==> config.mk <==
export PLATFORM = sky130hd
export DESIGN_NAME = pipe_latch
export DESIGN_NICKNAME = d
export VERILOG_FILES = /design/src/rtl/pipe_latch.sv
export SDC_FILE = /design/constraint.sdc
export NUM_CORES = 1
export LEC_CHECK = 0
export BUFFER_PORTS_ARGS = -buffer_cell sky130_fd_sc_hd__buf_4
export CORE_ASPECT_RATIO = 2
export CORE_MARGIN = 4
export CORE_UTILIZATION = 46
export CTS_BUF_LIST = sky130_fd_sc_hd__clkbuf_4 sky130_fd_sc_hd__clkbuf_8 sky130_fd_sc_hd__clkbuf_16
export DETAILED_ROUTE_END_ITERATION = 16
export GPL_TIMING_DRIVEN = 0
export PLACE_DENSITY = 0.83
export SLEW_MARGIN = 20
export SYNTH_ARGS = -nofsm -noshare
export SYNTH_HDL_FRONTEND = slang
export SYNTH_SLANG_ARGS = --single-unit
==> constraint.sdc <==
create_clock -name CLK -period 2.1 [get_ports CLK]
set_input_delay 0.42 -clock CLK [delete_from_list [all_inputs] [get_ports CLK]]
set_output_delay 0.42 -clock CLK [all_outputs]
set_load 0.01 [all_outputs]
==> src/rtl/pipe_latch.sv <==
// Pipeline-stage latch with valid/ready handshake, whole-stage flush, ack-cleared request bits
// and a saturating stall counter. Define PIPE_LATCH_SKID_EN for the two-entry skid buffer.
module pipe_latch #(
    parameter int DATA_W = 128,
    parameter int REQ_W  = 2,
    parameter int CNT_W  = 16
) (
    input  logic              CLK,
    input  logic              nRST,
    input  logic              in_valid,
    output logic              in_ready,
    input  logic [DATA_W-1:0] in_data,
    input  logic [REQ_W-1:0]  in_req,
    output logic              out_valid,
    input  logic              out_ready,
    output logic [DATA_W-1:0] out_data,
    output logic [REQ_W-1:0]  out_req,
    input  logic              flush,
    input  logic              req_ack,
    output logic [CNT_W-1:0]  stall_cnt
);

    logic              m_valid_q, m_valid_d;
    logic [DATA_W-1:0] m_data_q, m_data_d;
    logic [REQ_W-1:0]  m_req_q, m_req_d;
    logic [CNT_W-1:0]  stall_cnt_q, stall_cnt_d;
    logic              accept;
    logic              m_free;

`ifdef PIPE_LATCH_SKID_EN
    logic              s_valid_q, s_valid_d;
    logic [DATA_W-1:0] s_data_q, s_data_d;
    logic [REQ_W-1:0]  s_req_q, s_req_d;

    // Ready depends only on a flop, so no combinational path from out_ready.
    assign in_ready = !s_valid_q;
`else
    assign in_ready = !m_valid_q | out_ready;
`endif

    assign accept    = in_valid & in_ready;
    assign m_free    = !m_valid_q | out_ready;
    assign out_valid = m_valid_q;
    assign out_data  = m_data_q;
    assign out_req   = m_req_q & {REQ_W{m_valid_q}};
    assign stall_cnt = stall_cnt_q;

    always_comb begin
        m_valid_d = m_valid_q;
        m_data_d  = m_data_q;
        m_req_d   = m_req_q;
`ifdef PIPE_LATCH_SKID_EN
        s_valid_d = s_valid_q;
        s_data_d  = s_data_q;
        s_req_d   = s_req_q;
`endif
        if (flush) begin
            // Data fields are left alone; only valid and req bits are authoritative.
            m_valid_d = 1'b0;
            m_req_d   = '0;
`ifdef PIPE_LATCH_SKID_EN
            s_valid_d = 1'b0;
            s_req_d   = '0;
`endif
        end else if (m_free) begin
`ifdef PIPE_LATCH_SKID_EN
            if (s_valid_q) begin
                m_valid_d = 1'b1;
                m_data_d  = s_data_q;
                m_req_d   = s_req_q;
                s_valid_d = 1'b0;
            end else
`endif
            if (accept) begin
                m_valid_d = 1'b1;
                m_data_d  = in_data;
                m_req_d   = in_req;
            end else begin
                m_valid_d = 1'b0;
            end
        end else begin
`ifdef PIPE_LATCH_SKID_EN
            if (accept) begin
                s_valid_d = 1'b1;
                s_data_d  = in_data;
                s_req_d   = in_req;
            end
`endif
            // The acknowledge only applies to an entry that stays in M.
            if (req_ack) begin
                m_req_d = '0;
            end
        end
    end

    always_comb begin
        stall_cnt_d = stall_cnt_q;
        if (m_valid_q && !out_ready && (stall_cnt_q != {CNT_W{1'b1}})) begin
            stall_cnt_d = stall_cnt_q + CNT_W'(1);
        end
    end

    always_ff @(posedge CLK or negedge nRST) begin
        if (!nRST) begin
            m_valid_q   <= 1'b0;
            m_data_q    <= '0;
            m_req_q     <= '0;
            stall_cnt_q <= '0;
        end else begin
            m_valid_q   <= m_valid_d;
            m_data_q    <= m_data_d;
            m_req_q     <= m_req_d;
            stall_cnt_q <= stall_cnt_d;
        end
    end

`ifdef PIPE_LATCH_SKID_EN
    always_ff @(posedge CLK or negedge nRST) begin
        if (!nRST) begin
            s_valid_q <= 1'b0;
            s_data_q  <= '0;
            s_req_q   <= '0;
        end else begin
            s_valid_q <= s_valid_d;
            s_data_q  <= s_data_d;
            s_req_q   <= s_req_d;
        end
    end
`endif

endmodule
==> impl_metrics.csv <==
group,metric,value,unit
place,place.port_buffers,283,
die,start_util,47.0,%
setup_path,arrival,2.13,ns
power_and_ir_drop,power.total,8.41,mW
logic_synthesis,ys_ff_latch,147,
setup_path,r2r_end,"out_data[74]$_DFFE_PN0P_",
clock_network,htreeDepth,4,
timing,slew_headroom,62.9,%
routing,avgViaCountPerCell,5.10,
timing,final-hold-violation-count,0,
layout,area_delta_synth_final,50.8,%
clock_network,post_cts_resized,0,
setup_path,r2r_start,"out_valid$_DFFE_PN0P_",
clock_network,root_buffer,"clkbuf_16",
place,dp_hpwl,12700,µm
layout,nFillCells,860,
timing,clock_skew,0.00909,ns
timing,fin_crit,1.85,ns
setup_path,r2r_cells,5,
grt,gr-total-overflow,0,
logic_synthesis,syn_area,5730,µm²
layout,stdcell_count,825,
logic_synthesis,synth_warnings,0,
die,rows,57,
setup_path,critPathCapture,"out_data[74]$_DFFE_PN0P_",
timing,finalSetupTns,0,ns
logic_synthesis,synth_seq_area_share,64.2,%
logic_synthesis,synth_top_area_cell,"dfrtp_1",
timing,rsz0062_at_grt,"false",
grt,grt_start_max_net_pins,76,
routing,first_pass_iters,4,
place,place_congestion,0.877,
logic_synthesis,async_flop_share,100,%
routing,ant_nets,0,
timing,holdWs,0.201,ns
flow_run,maxCapViolCount,0,
setup_path,crit_type,"reg -> reg",
timing,setup_slack,0.246,ns
timing,drv_slew,0,
die,chipHeight,166,µm
power_and_ir_drop,leakage,4.17,nW
grt,grt_first_pass_wirelength,24600,µm
place,pre_cts_ws,0.215,ns
routing,drtIter0Drc,98,
setup_path,critical_path.startpoint,"out_valid$_DFFE_PN0P_",
layout,antenna_cells,0,
setup_path,crit_path_end_kind,"flip-flop",
setup_path,critPathRequiredTime,2.38,ns
power_and_ir_drop,ir_worst_vdd,674,µV
logic_synthesis,yosysUniqueCellTypes,29,
routing,wl_per_cell,19.4,µm
layout,stdcell_area,8640,µm²
layout,postLayoutCoreUtil,70.9,%
clock_network,clock_sinks,147,
timing,worstMarginPinSlew,0.556,ns
clock_network,clk_pin_slew,0.06,ns
logic_synthesis,synth_area_leaders,"dfrtp_1 (64%), mux2_2 (25%), buf_4 (1.7%)",
die,coreArea,12200,µm²
place,placedCellCount,794,
setup_path,cp-start-kind,"flip-flop",
clock_network,cts_buffers,17,
logic_synthesis,synth_edf_count,0,
die,fp.dieW,86.9,µm
timing,setup_viol,0,
clock_network,cts_tree,"yes",
routing,drc,0,
place,placed_area,8080,µm²
routing,wirelength,16000,µm
logic_synthesis,syn_inst,363,
worst_hold_path,hold_class,"in -> reg",
grt,antenna_found_initial,0,
clock_network,clkLatencyLatePin,0.40,ns
die,io_pins,284,
routing,vias,4205,
logic_synthesis,syn_nets,500,
timing,fmax,0.539,GHz
clock_network,cts_buffer_depth,2,
setup_path,r2r_slack,0.25,ns
logic_synthesis,yosys-top-cells-count,"dfrtp_1 (147), mux2_2 (128), buf_4 (13)",
power_and_ir_drop,powerDensity,973,nW/µm²
setup_path,path_max_fanout,10,
die,die_area,14400,µm²
logic_synthesis,yosys_most_used_dff,"dfrtp_1",
layout,nets,804,
run_status,status,"finished, final reports clean",
logic_synthesis,avgSynthCellArea,15.8,µm²
layout,drive_above_1_share,68.4,%
timing,period_share,88.3,%
grt,grt_pass1_vias,4595,
grt,grt_use_total,22.5,%
logic_synthesis,yosysMostFrequentCell,"dfrtp_1",
logic_synthesis,synth_top_area_share,64.2,%
[cells by family (layout without fill, tap and decap cells)]
group / after synthesis / after routing / share of synthesized area [%]
adder cells (fa/ha/maj): 1 / 1 / 0.218
flip-flops: 147 / 147 / 64.2
buffers and inverters: 18 / 333 / 2.18
AO/OA/AOI/OAI: 10 / 10 / 1.03
XOR/XNOR: 12 / 12 / 1.83
AND/OR/NAND/NOR: 44 / 44 / 4.80
multiplexers: 131 / 131 / 25.8
[critical path, cell delays in order, from the launching register on]
cell and delay [ns]:
dfrtp_1 0.42, nor2b_4 0.15, nor3b_2 0.21, buf_2 0.32, buf_4 0.26, mux2_2 0.37
[sequential cells by signal (all words and copies together), names as in the netlist]
| signal | count |
|---|---|
| out_data | 128 |
| stall_cnt | 16 |
| m_req_q | 2 |
| out_valid | 1 |
[repair_timing]
item | CTS | global route
hold endpoints to repair | 56 | 0
buffers inserted | 0 | 0
hold buffers | 1 | 0
[cell type report]
type / instances / area [µm²] / share of cell area (%)
multi-input cells: 198 / 1930 / 22.3
clock buffers: 19 / 453 / 5.24
inverters: 3 / 11.3 / 0.130
flip-flops and latches: 147 / 3680 / 42.6
clock inverters: 11 / 104 / 1.20
repair buffers: 285 / 2170 / 25.1
plain buffers: 15 / 114 / 1.32
well taps: 147 / 184 / 2.13
[worst min path at each step]
stage                                  startpoint                       end  slack [ns]  depth (start not counted)
after global routing                        flush    m_req_q[1]$_DFFE_PN0P_        0.19                          2
final                                       flush     out_valid$_DFFE_PN0P_        0.20                          2
after CTS                                   flush    m_req_q[0]$_DFFE_PN0P_        0.18                          2
after detailed placement                     nRST  out_data[51]$_DFFE_PN0P_        0.42                          1
after floorplan                              nRST    m_req_q[0]$_DFFE_PN0P_        0.12                          0
after global placement    out_data[2]$_DFFE_PN0P_   out_data[2]$_DFFE_PN0P_        0.49                          1
[placed cells by master (no fill, tap or decap), drive strengths merged]
| cell | instances |
|---|---|
| a21oi | 2 |
| a311oi | 1 |
| a31oi | 4 |
| and2 | 2 |
| and3 | 3 |
| and4 | 4 |
| buf | 299 |
| bufinv | 1 |
| clkbuf | 19 |
| clkinv | 5 |
| clkinvlp | 2 |
| dfrtp | 147 |
| dlygate4sd3 | 1 |
| ha | 1 |
| inv | 6 |
| mux2 | 129 |
| mux2i | 2 |
| nand2 | 3 |
| nand3 | 7 |
| nand4 | 8 |
| nor2 | 10 |
| nor2b | 1 |
| nor3 | 4 |
| nor3b | 1 |
| nor4 | 1 |
| o21ai | 3 |
| xnor2 | 8 |
| xor2 | 4 |
[where the power goes]
| group | switching [mW] | internal [mW] |
|---|---|---|
| combinational | 0.801 | 1.16 |
| sequential | 0.317 | 3.31 |
| clock | 1.14 | 1.69 |
| total | 2.25 | 6.15 |
[metal layers]
layer | track usage (%) | part of all wire (%) | up-vias
li1 | - | - | 1900
met1 | 22.6 | 32 | 2105
met2 | 42.3 | 59 | 171
met3 | 5.81 | 6.2 | 29
met4 | 8.82 | 2.8 | 0
met5 | 0 | 0 | -
(Power assumes the default switching activity.)
